File: config.mk
export PLATFORM = sky130hd
export DESIGN_NAME = uart_rx_cfg
export DESIGN_NICKNAME = d
export VERILOG_FILES = /design/src/rtl/uart_pkg.sv /design/src/rtl/uart_sync.sv /design/src/rtl/uart_rx_cfg.sv
export SDC_FILE = /design/constraint.sdc
export NUM_CORES = 1
export LEC_CHECK = 0
export ABC_AREA = 1
export CAP_MARGIN = 20
export CORE_ASPECT_RATIO = 0.5
export CORE_MARGIN = 5
export CORE_UTILIZATION = 47
export DETAILED_ROUTE_END_ITERATION = 8
export PLACE_DENSITY = 0.69
export SKIP_LAST_GASP = 1
export SYNTH_ARGS = -nofsm -noshare
export SYNTH_HDL_FRONTEND = slang
export SYNTH_SLANG_ARGS = --single-unit
File: constraint.sdc
create_clock -name clk -period 1.6 [get_ports clk]
set_clock_uncertainty 0.1 [all_clocks]
set_input_delay 0.24 -clock clk [delete_from_list [all_inputs] [get_ports clk]]
set_output_delay 0.24 -clock clk [all_outputs]
set_load 0.01 [all_outputs]
File: src/rtl/uart_pkg.sv
// Shared UART definitions used by the receiver and the transmitter.
//   uart_state_e      : frame state machine encoding
//   DEF_*             : default parameter values for the UART blocks
package uart_pkg;

  typedef enum logic [2:0] {
    IDLE   = 3'd0,
    START  = 3'd1,
    DATA   = 3'd2,
    PARITY = 3'd3,
    STOP   = 3'd4
  } uart_state_e;

  localparam int unsigned DEF_CLK_PER_BIT = 2604;
  localparam int unsigned DEF_DATA_BITS   = 8;
  localparam bit          DEF_PARITY_EN   = 1'b0;
  localparam bit          DEF_PARITY_ODD  = 1'b0;

endpackage

File: src/rtl/uart_sync.sv
// Two-flop synchronizer for a single asynchronous input.
//   clk, rst_n : clock and async active-low reset (both flops reset to RST_VAL)
//   d          : asynchronous input
//   q          : synchronized output
module uart_sync #(
  parameter bit RST_VAL = 1'b1
) (
  input  logic clk,
  input  logic rst_n,
  input  logic d,
  output logic q
);

  logic meta;

  // Metastability-settling chain
  always_ff @(posedge clk or negedge rst_n) begin
    if (!rst_n) begin
      meta <= RST_VAL;
      q    <= RST_VAL;
    end else begin
      meta <= d;
      q    <= meta;
    end
  end

endmodule

File: src/rtl/uart_rx_cfg.sv
// Configurable UART receiver: start/data/optional parity/stop, LSB first.
//   clk, rst_n : clock and async active-low reset
//   RX         : asynchronous serial line, idle high
//   clr_rdy    : consumer acknowledge, clears rdy and ovr_err
//   rdy        : received frame available
//   cmd        : last received data word
//   frm_err    : stop bit of last frame sampled low
//   par_err    : parity mismatch in last frame (0 when parity disabled)
//   ovr_err    : a frame completed while rdy was still high (sticky)
module uart_rx_cfg
  import uart_pkg::*;
#(
  parameter int unsigned CLK_PER_BIT = DEF_CLK_PER_BIT,
  parameter int unsigned DATA_BITS   = DEF_DATA_BITS,
  parameter bit          PARITY_EN   = DEF_PARITY_EN,
  parameter bit          PARITY_ODD  = DEF_PARITY_ODD
) (
  input  logic                 clk,
  input  logic                 rst_n,
  input  logic                 RX,
  input  logic                 clr_rdy,
  output logic                 rdy,
  output logic [DATA_BITS-1:0] cmd,
  output logic                 frm_err,
  output logic                 par_err,
  output logic                 ovr_err
);

  localparam int unsigned CNT_W = $clog2(CLK_PER_BIT);
  localparam int unsigned BC_W  = $clog2(DATA_BITS + 1);
  localparam int unsigned HALF  = CLK_PER_BIT / 2;

  logic                 rx_s;
  uart_state_e          state_q;
  uart_state_e          state_d;
  logic [CNT_W-1:0]     cnt_q;
  logic [BC_W-1:0]      bit_cnt_q;
  logic [DATA_BITS-1:0] shift_q;
  logic                 par_bad_q;

  logic half_hit_c;
  logic bit_hit_c;
  logic last_bit_c;
  logic cnt_clr_c;
  logic bit_clr_c;
  logic shift_c;
  logic par_smp_c;
  logic done_c;

  uart_sync #(
    .RST_VAL (1'b1)
  ) u_sync (
    .clk   (clk),
    .rst_n (rst_n),
    .d     (RX),
    .q     (rx_s)
  );

  assign half_hit_c = (cnt_q == CNT_W'(HALF - 1));
  assign bit_hit_c  = (cnt_q == CNT_W'(CLK_PER_BIT - 1));
  assign last_bit_c = (bit_cnt_q == BC_W'(DATA_BITS - 1));

  // State register
  always_ff @(posedge clk or negedge rst_n) begin
    if (!rst_n) begin
      state_q <= IDLE;
    end else begin
      state_q <= state_d;
    end
  end

  // Next-state logic
  always_comb begin
    state_d = state_q;
    case (state_q)
      IDLE: begin
        if (!rx_s) state_d = START;
      end
      START: begin
        // Mid-start-bit check rejects glitches shorter than half a bit
        if (half_hit_c) state_d = rx_s ? IDLE : DATA;
      end
      DATA: begin
        if (bit_hit_c && last_bit_c) state_d = PARITY_EN ? PARITY : STOP;
      end
      PARITY: begin
        if (bit_hit_c) state_d = STOP;
      end
      STOP: begin
        if (bit_hit_c) state_d = IDLE;
      end
      default: state_d = IDLE;
    endcase
  end

  // Datapath control decode
  always_comb begin
    cnt_clr_c = 1'b0;
    bit_clr_c = 1'b0;
    shift_c   = 1'b0;
    par_smp_c = 1'b0;
    done_c    = 1'b0;
    case (state_q)
      IDLE: begin
        cnt_clr_c = 1'b1;
        bit_clr_c = 1'b1;
      end
      START: begin
        cnt_clr_c = half_hit_c;
        bit_clr_c = 1'b1;
      end
      DATA: begin
        cnt_clr_c = bit_hit_c;
        shift_c   = bit_hit_c;
      end
      PARITY: begin
        cnt_clr_c = bit_hit_c;
        par_smp_c = bit_hit_c;
      end
      STOP: begin
        cnt_clr_c = bit_hit_c;
        done_c    = bit_hit_c;
      end
      default: begin
        cnt_clr_c = 1'b1;
        bit_clr_c = 1'b1;
      end
    endcase
  end

  // Baud/bit counters, shift register, parity check
  always_ff @(posedge clk or negedge rst_n) begin
    if (!rst_n) begin
      cnt_q     <= '0;
      bit_cnt_q <= '0;
      shift_q   <= '0;
      par_bad_q <= 1'b0;
    end else begin
      if (cnt_clr_c) cnt_q <= '0;
      else           cnt_q <= cnt_q + CNT_W'(1);

      if (bit_clr_c)    bit_cnt_q <= '0;
      else if (shift_c) bit_cnt_q <= bit_cnt_q + BC_W'(1);

      // LSB arrives first, so new bits enter at the top and walk down
      if (shift_c) shift_q <= {rx_s, shift_q[DATA_BITS-1:1]};

      if (par_smp_c) par_bad_q <= rx_s ^ (^shift_q) ^ PARITY_ODD;
    end
  end

  // Consumer-facing result registers
  always_ff @(posedge clk or negedge rst_n) begin
    if (!rst_n) begin
      rdy     <= 1'b0;
      cmd     <= '0;
      frm_err <= 1'b0;
      par_err <= 1'b0;
      ovr_err <= 1'b0;
    end else if (done_c) begin
      // Completion beats a same-cycle acknowledge; overrun only if unacknowledged
      rdy     <= 1'b1;
      cmd     <= shift_q;
      frm_err <= ~rx_s;
      par_err <= PARITY_EN & par_bad_q;
      ovr_err <= clr_rdy ? 1'b0 : (ovr_err | rdy);
    end else if (clr_rdy) begin
      rdy     <= 1'b0;
      ovr_err <= 1'b0;
    end
  end

endmodule

Yosys cells after proc, flatten, opt, wreduce, memory -nomap -nowiden
Cells that the tools add are included.
{"block": "totals", "in_bits": 4, "mem_bits_ro": 0, "memories": 0, "wordCells": 49, "ram_bits": 0, "register_bits": 40, "latchBits": 0, "out_inout_bits": 12}
{"block": "op_classes", "reduce_logical": 5, "n_mux": 17, "n_eq_ne": 13, "n_bitwise": 2, "shift": 0, "n_lt_le_gt_ge": 0, "n_mul": 0, "n_div": 0, "add_sub_neg": 2}
{"operator": "$mux W3", "count": 5}
{"operator": "$pmux W3 S5", "count": 1}
{"operator": "$add A12 B1 Y12 const B", "count": 1}
{"operator": "$eq A12 B11 Y1 const B", "count": 1}
{"operator": "$eq A12 B12 Y1 const B", "count": 1}
{"operator": "$mux W12", "count": 1}
{"operator": "$ne A2 B2 Y1 const B", "count": 5}
{"operator": "$mux W4", "count": 2}
{"operator": "$eq A3 B2 Y1 const B", "count": 2}
{"operator": "$mux W1", "count": 6}
{"operator": "$reduce_and A5 Y1", "count": 1}
{"operator": "$add A4 B1 Y4 const B", "count": 1}
{"operator": "$eq A4 B3 Y1 const B", "count": 1}
{"operator": "$eq A3 B1 Y1 const B", "count": 1}
{"operator": "$eq A3 B3 Y1 const B", "count": 1}
{"operator": "$logic_not A3 Y1", "count": 1}
{"operator": "$reduce_or A3 Y1", "count": 1}
{"operator": "$mux W2", "count": 1}
{"operator": "$ne A2 B1 Y1 const B", "count": 1}
{"operator": "$pmux W1 S2", "count": 1}
{"operator": "$reduce_bool A2 Y1", "count": 1}
{"operator": "$logic_and A1 B1 Y1", "count": 1}
{"operator": "$not A1 Y1", "count": 1}
{"operator": "$or A1 B1 Y1", "count": 1}

Longest topological paths before layout
Gate-level depths: netlist of the first run.
{"block": "depth", "depth_word": 4, "ltp_mapped": 9, "ltp_nobuf": 9}

By module
From an unflattened synthesis of the first run, not the netlist that was laid out.
{"block": "hier_totals", "hier_cells": 232, "hier_area_um2": 2039.5}
{"mod": "uart_rx_cfg", "cells_per_inst": 230, "n_inst": 1, "seq_area_each_um2": 950.9, "area_per_inst_um2": 1986.9}
{"mod": "uart_sync", "cells_per_inst": 2, "n_inst": 1, "seq_area_each_um2": 52.6, "area_per_inst_um2": 52.6}

Worst setup path before layout of the first run
OpenSTA, ideal clock, no wires.
{"block": "synth_timing", "path_kind": "register to register", "from": "reg cnt_q[0]", "to": "reg cnt_q[10]", "period_less_slack_ns": 1.506, "path_buffers": 0, "setup_slack_ns": 0.094, "arrival_time_ns": 1.332, "setup_time_ns": 0.073, "required_ns": 1.427, "stages_incl_launch_ff": 8, "cell_sequence": "dfrtp_1 ha_1 nand2_1 nor3_4 nand2_1 nor2_1 nand3_1 a21oi_2"}
{"block": "synth_between", "elab_chain_len": 3, "elab_cells_between_ends": 5, "classes_between": "add/sub: 1; eq/ne: 2; mux: 2"}
{"item": "from (decl)", "line": "uart_rx_cfg.sv:36", "text": "logic [CNT_W-1:0] cnt_q;"}
{"item": "from (signal assigned)", "line": "uart_rx_cfg.sv:140", "text": "else cnt_q <= cnt_q + CNT_W'(1);"}
{"item": "parallel branches: the longest is 2 deep, another holds $add A12 B1 Y12"}
{"item": "$mux W12 *", "line": "uart_rx_cfg.sv:139", "text": "if (cnt_clr_c) cnt_q <= '0;"}
Mark *: on every way between the ends.
A chain may end at the register's enable or synchronous reset.

Worst setup path in the final report of the first run
{"block": "layout_timing", "from": "reg cnt_q[0]", "to": "reg shift_q[6]"}
{"block": "layout_between", "elab_chain_len": 2}
{"item": "$eq A12 B12 Y1", "line": "uart_rx_cfg.sv:60", "text": "assign bit_hit_c = (cnt_q == CNT_W'(CLK_PER_BIT - 1));"}
{"item": "$mux W1", "line": "uart_rx_cfg.sv:103", "text": "case (state_q)"}
{"item": "to (signal assigned)", "line": "uart_rx_cfg.sv:146", "text": "if (shift_c) shift_q <= {rx_s, shift_q[DATA_BITS-1:1]};"}
{"item": "to (decl)", "line": "uart_rx_cfg.sv:38", "text": "logic [DATA_BITS-1:0] shift_q;"}
Every way passes these cells.

==> flow_summary_export.csv, run 1 <==
group,metric,value,unit
grt,grt.total_usage,14.5,%
final_layout,nFillCells,317,
cts,clk_path_buf_depth,2,
critical_path,cp_slowest_cell,"dfrtp_1",
final_layout,register_area,1000,um2
detailed_routing,dr.first_iter.drc_count,46,
cts,cts_made_buffers,5,
critical_path,crit_arrival,1.71,ns
detailed_routing,drtPass1Iterations,4,
cts,clock-sinks,40,
detailed_routing,vias_per_cell,4.84,
floorplanning,io_pins,16,
timing,rsz0062_at_grt,"yes",
cts,clk_pin_slew,0.08,ns
synthesis,synthesis.nets,238,
cts,cts_tree,"yes",
grt,gr-total-overflow,0,
critical_path,required,1.71,ns
timing,setup_tns,0,ns
power,p_sw_share,20.1,%
power,power_frac_clock,45.3,%
cts,clk_latency,0.29,ns
critical_path,timing_worst_setup_path_type,"register to register",
timing,slew_viol_final,0,
final_layout,multi_input_area,872,um2
synthesis,syn_avg_cell_area,8.49,um2
power,powerDensity,766,nW/um2
critical_path,worst_setup_path_end_kind,"register",
synthesis,ys_ff_latch,40,
power,vdd_ir_drop_max,0.000398,V
timing,fmax,626,MHz
placed_design,dp_hpwl,2740,um
timing,finalSetupViolCount,0,
floorplanning,core_area,3960,um2
final_layout,areaGrowthSynthToFinish,27.9,%
grt,antenna_found_initial,0,
synthesis,ys_warn_count,0,
timing,fin_crit_sh,99.8,%
critical_path,crit_path_max_incr_delay,0.44,ns
synthesis,seq_area_frac_synth,51.1,%
power,combPwrFrac,1.8,%
power,power_switching,0.000385,W
floorplanning,die_x,101,um
grt,first_global_vias,1476,
run,cap_violations,0,
detailed_routing,wl_per_cell,12.1,um
cts,ctsHtreeMaxLevel,2,
detailed_routing,drc,0,
synthesis,netlist_top_cells_area,"dfrtp_1 48%, nand2_1 11%, inv_1 5.7%",
floorplanning,die_h,55.7,um
timing,fin_crit,1.60,ns
critical_path,reg2reg_slack,0.004,ns
critical_path,path_max_fanout,17,
grt,grt_max_degree,41,
final_layout,drive_gt1_share,23.5,%
placed_design,port_buffers,14,
detailed_routing,wirelength,3910,um
synthesis,ys_types,27,
grt,grt_first_pass_wirelength,6580,um
power,seqPwrFrac,52.9,%
floorplanning,start_util,49.5,%
final_layout,antenna_cells,0,
power,power,0.00192,W
power,p_leak,1.14,nW
placed_design,gp_congestion,0.806,
min_path,hold_class,"primary input to register",
power,p_int,0.00154,W
timing,finalHoldWorstSlack,0.249,ns
final_layout,layout.nets,274,
floorplanning,rows,16,
critical_path,start_kind,"register",
final_layout,fin_util,63.3,%
detailed_routing,antenna_left,0,
detailed_routing,vias,1559,
synthesis,synth.cell_area,1960,um2
placed_design,placed_area,2260,um2
synthesis,synth_top_area_share,48.5,%
outcome,outcome,"completed",
cts,cts-root-buf,"clkbuf_8",
critical_path,path_cells,"ha_4, nand3_2, nand3b_1, nor2_4, buf_8, nand2_1, o21ai_0",
synthesis,synth_cells,231,
final_layout,stdcell_area,2510,um2
floorplanning,die_area,5640,um2
timing,hold_violations,0,
synthesis,yosysTopAreaCell,"dfrtp_1",
area by class of cell:
class | count | share of cell area, %
clock inverter | 2 | 1.55
timing repair buffer | 34 | 12.9
multi-input combinational | 155 | 34.8
tap | 54 | 2.69
inverter | 31 | 4.74
clock buffer | 6 | 3.29
sequential | 40 | 40.0
kinds of logic after synthesis:
kind of cell,share of synthesized area (%)
compound gates,7.59
xor+xnor,1.79
fa+ha+maj,1.91
buf+inv,8.35
flops,51.1
other cells,0.191
simple gates,29.0
layout by cell type, fill, tap and decap left out, types with 6 or more instances in the layout:
| cell type | count |
|---|---|
| nand2_1 | 53 |
| o21ai_1 | 6 |
| o21ai_0 | 16 |
| dfrtp_1 | 37 |
| nor2_2 | 6 |
| nor2_1 | 19 |
| clkdlybuf4s50_1 | 13 |
| nand3_1 | 12 |
| clkbuf_8 | 6 |
| buf_4 | 15 |
| inv_1 | 28 |
metal layers:
layer | track usage, % | vias to the layer above | wire length (um)
li1 | - | 805 | -
met1 | 19.5 | 729 | 1840
met2 | 22.8 | 21 | 1900
met3 | 5.26 | 4 | 143
met4 | 2.27 | 0 | 27
met5 | 0 | - | 0
power groups by stage:
stage,logic [W],registers [W],clock network [W]
6_report,0.0000352,0.00102,0.000871
5_1_grt,0.0000422,0.00102,0.000947
4_1_cts,0.0000374,0.00102,0.000890
3_5_place_dp,0.0000356,0.00104,0
3_3_place_gp,0.0000350,0.00104,0
2_1_floorplan,0.00000456,0.00104,0
worst paths after layout:
path	start	end	depth (start not counted)
worst max-delay path	cnt_q[0]	shift_q[6]	7
worst min-delay path	RX	u_sync.meta	1
worst max register to register	cnt_q[0]	shift_q[6]	7
worst min register to register	u_sync.meta	u_sync.q	0
max in group asynchronous	rst_n	u_sync.q	3
min in group asynchronous	rst_n	cnt_q[1]	3
timing repair:
| item | CTS | global route |
|---|---|---|
| pin swaps | 1 | 8 |
| gates resized for setup | 3 | 22 |
| setup buffers | 1 | 3 |
| hold endpoints to repair | 38 | 0 |
| endpoints found under the setup margin | 12 | 26 |
| hold buffers | 1 | 0 |
Yosys cell counts:
master / instances
nand2_1: 55
dfrtp_1: 38
inv_1: 30
nor2_1: 22
o21ai_0: 17
nand3_1: 15
o21ai_1: 6
a21oi_1: 5
nand4_1: 5
nor2_2: 4
nor3_1: 4
xor2_1: 4
buf_4: 3
ha_1: 3
nor3_2: 3
buf_6: 2
dfstp_2: 2
nand2_4: 2
nand3b_1: 2
nor3_4: 2
a21oi_2: 1
conb_1: 1
inv_4: 1
nand3_2: 1
nor4_1: 1
or2_1: 1
or2_2: 1
critical path, delay by kind of cell (launching register included):
| family | cells | cell delay [ns] |
|---|---|---|
| buffers and inverters | 1 | 0.16 |
| and+or+nand+nor | 4 | 0.57 |
| DFF | 1 | 0.44 |
| AOI/OAI and AO/OA | 1 | 0.07 |
| adders and majority gates | 1 | 0.17 |
state kept, by name (all words and copies together), names as in the netlist:
signal	count
cmd	8
cnt_q	12
frm_err	1
u_sync.q	1
bit_cnt_q	4
ovr_err	1
rdy	1
state_q	3
u_sync.meta	1
shift_q	8
through the flow:
stage                     cells  setup slack, ns
final                       322          0.00356
after global routing        322           -0.133
after CTS                   319          -0.0300
after global placement      309          -0.0144
after detailed placement    309          -0.0710
after floorplan             231           0.0945
(Power assumes the default switching activity.)
==> inputs of run 2 (changes only) <==
MAX_ROUTING_LAYER = met4   (was default)
==> run 2 against run 1 <==
  * Combinational power about the same
  * Critical path depth is the same
  * Wire length rose by 0.51%
  * First-iteration DRC count is 15% lower
  * Largest power group unchanged
  * Global-route usage up 0.41 points
==> flow_summary_export.csv, run 2 (synthesis gave the netlist of run 1 again) <==
group,metric,value,unit
outcome,outcome,"completed",
critical_path,path_max_fanout,17,
grt,use_met3,5.26,%
cts,cts-root-buf,"clkbuf_8",
final_layout,largestRegisters,"cnt_q: 12 flops, cmd: 8 flops, shift_q: 8 flops",
final_layout,largest_register_ffs,12,
detailed_routing,drtPass1Iterations,4,
timing,hold_violations,0,
critical_path,start_kind,"register",
placed_design,port_buffers,14,
floorplanning,die_area,5640,um2
grt,busiest_layer,"met2",
detailed_routing,dr.first_iter.drc_count,39,
critical_path,reg2reg_depth,7,
cts,clk_latency,0.30,ns
critical_path,timing_worst_setup_path_type,"register to register",
final_layout,layout.nets,274,
floorplanning,die_x,101,um
placed_design,gp_congestion,0.818,
power,powerDensity,769,nW/um2
detailed_routing,drc,0,
placed_design,dp_hpwl,2740,um
critical_path,worst_setup_path_end_kind,"register",
grt,antenna_found_initial,0,
timing,fin_crit_sh,100,%
timing,rsz0062_at_grt,"yes",
final_layout,final_cell_mix,"53 x nand2_1, 37 x dfrtp_1, 28 x inv_1",
final_layout,drive_gt1_share,23.5,%
min_path,hold_class,"primary input to register",
detailed_routing,vias_per_cell,4.84,
cts,cts_made_buffers,5,
timing,finalHoldWorstSlack,0.242,ns
final_layout,top_register,"cnt_q",
detailed_routing,wl_per_cell,12.2,um
critical_path,path_cells,"ha_4, nand3_2, nand3b_1, nor2_4, buf_8, nand2_1, o21ai_0",
timing,slew_viol_final,0,
critical_path,crit_start,"cnt_q[0]",
critical_path,reg2reg_slack,0.0005,ns
timing,setup_tns,0,ns
grt,grt_max_degree,41,
timing,fmax,625,MHz
power,p_leak,1.14,nW
critical_path,crit_family,"simple AND/OR/NAND/NOR gates",
grt,gr-total-overflow,0,
critical_path,crit_arrival,1.72,ns
floorplanning,die_h,55.7,um
power,vdd_ir_drop_max,0.000400,V
cts,ctsHtreeMaxLevel,2,
grt,grt.total_usage,14.9,%
grt,first_global_vias,1479,
floorplanning,start_util,49.5,%
critical_path,required,1.72,ns
min_path,hold_depth,1,
grt,grtUsageMet2,22.8,%
final_layout,areaGrowthSynthToFinish,27.9,%
timing,layout_setup_ws,0.000516,ns
detailed_routing,antenna_left,0,
min_path,min_from,"RX",
critical_path,crit_path_max_incr_delay,0.44,ns
grt,grtUsageMet1,19.5,%
floorplanning,core_area,3960,um2
cts,cts_tree,"yes",
critical_path,cp.buffers_inverters,1,
floorplanning,rows,16,
detailed_routing,wirelength,3930,um
cts,clk_path_buf_depth,2,
detailed_routing,vias,1558,
floorplanning,io_pins,16,
final_layout,final_common_cell,"nand2_1",
timing,finalSetupViolCount,0,
cts,clk_pin_slew,0.08,ns
placed_design,pre_cts_ws,-0.0710,ns
critical_path,r2r-start,"cnt_q[0]",
critical_path,worst-path-stages,7,
timing,fin_crit,1.60,ns
run,cap_violations,0,
critical_path,cp_slowest_cell,"dfrtp_1",
grt,grt_first_pass_wirelength,6580,um
cts,clock-sinks,40,
final_layout,antenna_cells,0,
==> run 2: layer usage <==
layer	part of all wire, %	wire (um)	vias up
met5	0	0	-
met4	0.87	34	0
met3	4.4	174	7
met2	48	1890	23
met1	47	1830	724
li1	-	-	804
==> run 2: report_power, final <==
| part | leakage (nW) | total [W] | internal (W) | switching, W |
|---|---|---|---|---|
| combinational | 0.538 | 0.0000353 | 0.0000125 | 0.0000228 |
| sequential | 0.535 | 0.00102 | 0.00101 | 0.00000173 |
| clock | 0.0614 | 0.000878 | 0.000510 | 0.000368 |
| total | 1.13 | 0.00193 | 0.00154 | 0.000393 |
==> run 2: per-stage QoR <==
| step | total power (W) | std cells | cell area, um2 | utilization (%) |
|---|---|---|---|---|
| floorplan | 0.00104 | 231 | 1960 | - |
| global placement | 0.00107 | 309 | 2260 | 56.9 |
| detailed placement | 0.00107 | 309 | 2260 | 56.9 |
| CTS | 0.00194 | 319 | 2400 | 60.6 |
| global route | 0.00201 | 322 | 2510 | 63.3 |
| finish | 0.00193 | 322 | 2510 | 63.3 |
==> run 2: worst paths after layout <==
check                         endpoint
max reg2reg                 shift_q[6]
max                         shift_q[6]
min in group asynchronous     cnt_q[1]
max in group asynchronous     u_sync.q
min                        u_sync.meta
min reg2reg                   u_sync.q
==> run 2: repair_timing <==
action,in CTS,in global routing
setup endpoints to repair,12,26
hold buffers,1,0
buffers inserted,1,3
gates resized for setup,3,22
endpoints found under the hold margin,38,0
pin swaps,1,8
==> run 2: final cells by class <==
class	instances	area (um2)
Timing Repair Buffer	34	324
Sequential cell	40	1000
Inverter	31	119
Fill cell	317	1460
Clock inverter	2	38.8
Clock buffer	6	82.6
Multi-Input combinational cell	155	872
Tap cell	54	67.6
==> inputs of run 3 (changes only) <==
CORE_UTILIZATION = 51   (was 47)
HOLD_SLACK_MARGIN = 0.06   (was default)
PLACE_DENSITY = 0.74   (was 0.69)
REMOVE_ABC_BUFFERS = 1   (was default)
==> run 3 against run 2 <==
  * The flow now finishes with violations (setup timing)
  * Worst hold slack improved by 0.0090 ns
  * Via count increased by 0.90%
  * Clock power decreased by 26%
  * Sequential cell count unchanged
  * Highest routed layer unchanged
  * Setup slack got worse by 0.0094 ns
  * Count of clock-buffer cells in the layout unchanged
  * Core utilization increased by 7.6 points
  * Largest power group unchanged
  * First-iteration DRC count increased by 5.1%
  * Global-route usage increased by 2.3 points
  * Cell count increased by 0.31%
==> flow_summary_export.csv, run 3 (synthesis gave the netlist of run 1 again) <==
group,metric,value,unit
outcome,outcome,"finished with violations",
outcome,violations,"setup timing",
floorplanning,die_area,5260,um2
cts,clk_pin_slew,0.08,ns
power,power_switching,0.000370,W
critical_path,worst_setup_path_end_kind,"register",
placed_design,dp_hpwl,2750,um
detailed_routing,drtPass1Iterations,4,
power,combPwrFrac,2.0,%
critical_path,cp_slowest_cell,"dfrtp_1",
timing,fmax,622,MHz
cts,clk_path_buf_depth,2,
final_layout,stdcell_area,2530,um2
cts,cts_made_buffers,5,
detailed_routing,drc,0,
placed_design,gp_congestion,0.923,
critical_path,path_cells,"ha_2, nand3_2, nand3b_1, nor2_4, buf_6, o21ai_0",
detailed_routing,wl_per_cell,12.1,um
final_layout,largestRegisters,"cnt_q: 12 flops, cmd: 8 flops, shift_q: 8 flops",
detailed_routing,dr.first_iter.drc_count,41,
timing,slew_viol_final,0,
timing,hold_violations,0,
grt,grt_max_degree,25,
floorplanning,die_x,97.7,um
final_layout,antenna_cells,0,
power,power_frac_clock,38.2,%
critical_path,crit_path_max_incr_delay,0.39,ns
floorplanning,rows,15,
timing,fin_crit_sh,101,%
grt,antenna_found_initial,0,
power,p_int,0.00133,W
timing,layout_setup_ws,-0.00884,ns
critical_path,required,1.68,ns
grt,grt.total_usage,17.1,%
final_layout,layout.nets,278,
placed_design,pre_cts_ws,-0.0666,ns
min_path,hold_class,"register to register",
power,seqPwrFrac,59.7,%
cts,ctsHtreeMaxLevel,2,
timing,fin_crit,1.61,ns
timing,relSlewSlack,62.2,%
grt,gr-total-overflow,0,
grt,first_global_vias,1480,
floorplanning,io_pins,16,
critical_path,start_kind,"register",
floorplanning,core_area,3570,um2
timing,finalHoldWorstSlack,0.251,ns
power,vdd_ir_drop_max,0.000392,V
power,power,0.00170,W
run,cap_violations,0,
floorplanning,start_util,55.0,%
timing,rsz0062_at_grt,"yes",
placed_design,port_buffers,14,
critical_path,crit_family,"simple AND/OR/NAND/NOR gates",
power,powerDensity,673,nW/um2
power,p_sw_share,21.8,%
final_layout,final_cell_mix,"45 x nand2_1, 38 x dfrtp_1, 28 x inv_1",
grt,grt_first_pass_wirelength,6730,um
detailed_routing,vias,1572,
final_layout,final_common_cell,"nand2_1",
final_layout,top_register,"cnt_q",
cts,cts-root-buf,"clkbuf_8",
cts,cts_tree,"yes",
cts,clk_latency,0.29,ns
final_layout,drive_gt1_share,27.2,%
critical_path,cp.buffers_inverters,1,
floorplanning,die_h,53.9,um
cts,clock-sinks,40,
timing,worstMarginPinSlew,0.567,ns
final_layout,largest_register_ffs,12,
timing,finalSetupViolCount,1,
final_layout,nFillCells,265,
detailed_routing,wirelength,3920,um
critical_path,timing_worst_setup_path_type,"register to register",
placed_design,placed_area,2260,um2
critical_path,crit_arrival,1.69,ns
power,p_leak,1.15,nW
detailed_routing,antenna_left,0,
detailed_routing,vias_per_cell,4.87,
critical_path,path_max_fanout,8,
final_layout,areaGrowthSynthToFinish,28.9,%
[run 3: changes by cell type in the layout (fill, tap and decap cells not counted), sizes merged]
cell and delta:
clkinvlp +1, buf +4, bufinv -1
[run 3: layer usage]
layer,track usage [%],up-vias,routed length [um]
met5,-,-,0
met4,4.83,0,34
met3,5.05,4,138
met2,28.6,16,1860
met1,20.8,741,1890
li1,-,811,-
[run 3: power groups by stage]
| stage | clock, W | sequential [W] | combinational (W) |
|---|---|---|---|
| finish | 0.000651 | 0.00102 | 0.0000349 |
| detailed placement | 0 | 0.00104 | 0.0000348 |
| global placement | 0 | 0.00104 | 0.0000346 |
| floorplan | 0 | 0.00104 | 0.00000275 |
| CTS | 0.000668 | 0.00102 | 0.0000369 |
| global route | 0.000718 | 0.00102 | 0.0000417 |
[run 3: area by class of cell]
class / instances / area (um2) / area share (%)
clock buffer: 6 / 72.6 / 2.87
clock inverter: 2 / 12.5 / 0.495
inverter: 31 / 119 / 4.70
multi-input combinational: 155 / 900 / 35.6
sequential: 40 / 1000 / 39.7
tap: 51 / 63.8 / 2.52
timing repair buffer: 38 / 358 / 14.2
[run 3: final timing paths]
check	start	endpoint	slack, ns	depth (start not counted)
worst max-delay path	cnt_q[1]	shift_q[1]	-0.009	6
worst min-delay path	u_sync.meta	u_sync.q	0.25	0
worst max register to register	cnt_q[1]	shift_q[1]	-0.009	6
worst min register to register	u_sync.meta	u_sync.q	0.25	0
max in group asynchronous	rst_n	cmd[3]	0.55	3
min in group asynchronous	rst_n	bit_cnt_q[3]	0.37	2
[run 3: repair_timing]
action | in CTS | in global routing
gates cloned | 2 | 0
pin swaps | 3 | 12
setup endpoints to repair | 11 | 34
hold buffers | 1 | 0
gates resized for setup | 10 | 34
buffers inserted | 2 | 3
hold endpoints to repair | 21 | 0
[run 3: metrics by stage]
| step | std cells | utilization [%] | setup TNS (ns) |
|---|---|---|---|
| floorplan | 226 | - | -0.863 |
| global placement | 307 | 63.4 | -0.0362 |
| detailed placement | 307 | 63.4 | -0.410 |
| CTS | 320 | 67.6 | -0.00163 |
| global route | 323 | 70.9 | -1.66 |
| finish | 323 | 70.9 | -0.00884 |
==> patch 1 (config.mk and constraints of run 1) <==
Reset style: synchronous (`rst_n`), changed in 4 clocked blocks. Comments in the files are not updated.
--- a/src/rtl/uart_sync.sv
+++ b/src/rtl/uart_sync.sv
@@ -16,3 +16,3 @@
   // Metastability-settling chain
-  always_ff @(posedge clk or negedge rst_n) begin
+  always_ff @(posedge clk) begin
     if (!rst_n) begin
--- a/src/rtl/uart_rx_cfg.sv
+++ b/src/rtl/uart_rx_cfg.sv
@@ -63,3 +63,3 @@
   // State register
-  always_ff @(posedge clk or negedge rst_n) begin
+  always_ff @(posedge clk) begin
     if (!rst_n) begin
@@ -131,3 +131,3 @@
   // Baud/bit counters, shift register, parity check
-  always_ff @(posedge clk or negedge rst_n) begin
+  always_ff @(posedge clk) begin
     if (!rst_n) begin
@@ -152,3 +152,3 @@
   // Consumer-facing result registers
-  always_ff @(posedge clk or negedge rst_n) begin
+  always_ff @(posedge clk) begin
     if (!rst_n) begin
Check against the original RTL: no difference found for any inputs over 10 cycles, from zero or initial values and one cycle with rst_n low; that may be too few to reach the edited logic, so the function may still have changed.
==> patch 1 against run 1 <==
  * Sequential cell count stayed put
  * Cell count is 2.5% lower
  * Area after synthesis decreased by 1.6%
  * Global-route usage down 1.7 points
  * Worst setup slack gained 0.073 ns
  * Routed wire length decreased by 5.6%
  * Cell area decreased by 7.4%
  * Count of clock-buffer cells in the layout increased by 1
  * Via count up 0.19%
Power is not compared: it rests on default switching activity, and its combinational part moved more than twofold at a synthesized area within 25%.
==> patch 1: results (changes against run 1) <==
- Status: complete, no violations (unchanged)
- Worst Setup SP: state_q[1] (was cnt_q[0])
- Finished Layout Cells: 314 (was 322)
- Fillcell total: 365 (was 317)
- CP max-delay cell: dfxtp_1 (was dfrtp_1)
- Post-DP HPWL: 2370 µm (was 2740 µm)
- Inst Count DP: 301 (was 309)
- # Post-CTS Setup Buffers: 0 (was 1)
- Dpl cell area: 2090 µm² (was 2260 µm²)
- Top cells by count, synth: dfxtp_1 (40), nand2_1 (32), inv_1 (29) (was nand2_1 (55), dfrtp_1 (38), inv_1 (30))
- Share of layout cells above drive strength 1: 26.2% (was 23.5%)
- GRT Overall Usage: 12.8% (was 14.5%)
- Syn avg cell area: 8.15 µm² (was 8.49 µm²)
- Setup WS pre-CTS: -0.0469 ns (was -0.0710 ns)
- Largest cells by area after synthesis: dfxtp_1 (41%), nand2_1 (6.2%), inv_1 (5.6%) (was dfrtp_1 (48%), nand2_1 (11%), inv_1 (5.7%))
- Crit path DAT: 1.64 ns (was 1.71 ns)
- PostCTS Resize Cnt: 7 (was 3)
- Seq/Total Area, Yosys: 41.5% (was 51.1%)
- Met2 WL post-DR: 1710 µm (was 1900 µm)
- Worst Hold Endpoint: u_sync.q (was u_sync.meta)
- Via Count: 1562 (was 1559)
- Register area: 808 µm² (was 1000 µm²)
- Vias in the first global route: 1417 (was 1476)
- GP Congestion: 0.770 (was 0.806)
- Synth Flop Type: dfxtp_1 (was dfrtp_1)
- Met2 Use GR: 21.0% (was 22.8%)
- Post-synth ARST share: 0% (was 100%)
- Worst min-delay path startpoint: u_sync.meta (was RX)
- Final setup margin: 0.0769 ns (was 0.00356 ns)
- Max FO, Critical Path: 6 (was 17)
- CP max stage delay: 0.32 ns (was 0.44 ns)
- Largest net degree at the start of global routing: 20 (was 41)
- RR Endpoint: cnt_q[7] (was shift_q[6])
- First-pass GRT wire length: 5850 µm (was 6580 µm)
- Hold Worst Slack: 0.316 ns (was 0.249 ns)
- Iter 0 DRT Violations: 36 (was 46)
## patch 1: cell count changes in the layout (fill, tap and decap cells not counted), moves of 4 or more
| cell | change |
|---|---|
| a21oi_1 | +15 |
| buf_4 | -11 |
| dfrtp_1 | -37 |
| dfxtp_1 | +36 |
| inv_2 | +4 |
| nand2_1 | -24 |
| nor3_1 | +4 |
| o21ai_0 | -6 |
## patch 1: final cells by class
| type | instances | area share (%) |
|---|---|---|
| inverter | 33 | 5.44 |
| clock inverter | 1 | 0.323 |
| sequential | 40 | 34.8 |
| tap | 54 | 2.91 |
| multi-input combinational | 161 | 45.5 |
| timing repair buffer | 18 | 7.33 |
| clock buffer | 7 | 3.72 |
## patch 1: cells by family after synthesis
group / after synthesis / synth area share, %
AND/OR/NAND/NOR: 102 / 30.0
AO/OA/AOI/OAI: 44 / 13.2
buffers and inverters: 40 / 10.0
flip-flops: 40 / 41.5
XOR/XNOR: 7 / 3.18
adder cells (fa/ha/maj): 3 / 1.94
other: 1 / 0.194
==> patch 2 (config.mk and constraints of run 1) <==
Without the edit above. `RST_VAL` is set to 1'b1 in 2 places; all go to 1'b0.
--- a/src/rtl/uart_sync.sv
+++ b/src/rtl/uart_sync.sv
@@ -5,3 +5,3 @@
 module uart_sync #(
-  parameter bit RST_VAL = 1'b1
+  parameter bit RST_VAL = 1'b0
 ) (
--- a/src/rtl/uart_rx_cfg.sv
+++ b/src/rtl/uart_rx_cfg.sv
@@ -50,3 +50,3 @@
   uart_sync #(
-    .RST_VAL (1'b1)
+    .RST_VAL (1'b0)
   ) u_sync (
Check against the original RTL: no difference found for any inputs over 10 cycles, from zero or initial values and one cycle with rst_n low; that may be too few to reach the edited logic, so the function may still have changed.
==> patch 2 against run 1 <==
  * The run now ends with negative setup slack left
  * Routed wire length increased by 8.5%
  * Total power about the same
  * Worst setup slack got worse by 0.043 ns
  * Cell area increased by 6.7%
  * Area after synthesis decreased by 0.13%
  * Sequential cell count unchanged
  * Global-route usage increased by 0.69 points
  * Critical path type unchanged
==> patch 2: results (changes against run 1) <==
- Status: finished with violations (was complete, no violations)
- Failing checks: negative setup slack
- Layout Nets: 281 (was 274)
- Finished Layout Cells: 329 (was 322)
- Non-clk bufs: 41 (was 34)
- GRT Overall Usage: 15.2% (was 14.5%)
- Endpoints failing setup: 10 (was 0)
- TNS Setup: -0.161 ns (was 0 ns)
- Fillcell total: 295 (was 317)
- R2R Path Start: cnt_q[1] (was cnt_q[0])
- Post-DP HPWL: 2660 µm (was 2740 µm)
- Hold crit path type: register to register (was primary input to register)
- Largest cells by area after synthesis: dfrtp_1 (51%), nand2_1 (11%), inv_1 (5.7%) (was dfrtp_1 (48%), nand2_1 (11%), inv_1 (5.7%))
- Buffering overhead: 15.5% (was 12.9%)
- Final setup margin: -0.0396 ns (was 0.00356 ns)
- Area Growth Syn to Fin: 36.7% (was 27.9%)
- PostCTS Resize Cnt: 17 (was 3)
- Hold depth: 0 (was 1)
- Lkg Pwr: 1.21 nW (was 1.14 nW)
- # Post-CTS Setup Buffers: 4 (was 1)
- Register area: 1000 µm² (about the same)
- Synth unique cells: 26 (was 27)
- VDD IR max: 0.419 mV (was 0.398 mV)
- CP max stage delay: 0.42 ns (was 0.44 ns)
- Int Pwr: 1.54 mW (about the same)
- First-pass GRT wire length: 6920 µm (was 6580 µm)
- Final clock-cell share: 4.53% (was 4.84%)
- Top cells by count, synth: nand2_1 (55), dfrtp_1 (40), inv_1 (30) (was nand2_1 (55), dfrtp_1 (38), inv_1 (30))
- Comb. pwr: 36.0 µW (was 35.2 µW)
- Dpl cell area: 2250 µm² (was 2260 µm²)
- Worst Hold Endpoint: u_sync.q (was u_sync.meta)
- Setup WS pre-CTS: -0.0988 ns (was -0.0710 ns)
[patch 2: routing by layer]
metal | vias up | wire (µm) | share of wire, % | global-route usage, %
met3 | 6 | 125 | 2.9 | 4.26
li1 | 824 | - | - | -
met5 | - | 0 | 0 | 0
met2 | 20 | 2000 | 47 | 25.1
met1 | 791 | 2030 | 48 | 18.9
met4 | 0 | 74 | 1.7 | 5.30
[patch 2: kinds of logic (layout without fill, tap and decap cells)]
group	Yosys count	after routing	share of synthesized area (%)
AND/OR/NAND/NOR	118	118	29.1
AO/OA/AOI/OAI	29	29	7.60
other	1	1	0.191
buffers and inverters	36	80	8.37
XOR/XNOR	4	4	1.79
adder cells (fa/ha/maj)	3	3	1.92
flip-flops	40	40	51.1
[patch 2: worst max-delay path, delay by kind of cell, from the launching register on]
family | cells | cell delay (ns)
compound gates | 1 | 0.06
simple gates | 4 | 0.65
buf+inv | 1 | 0.17
flops | 1 | 0.42
fa+ha+maj | 1 | 0.17
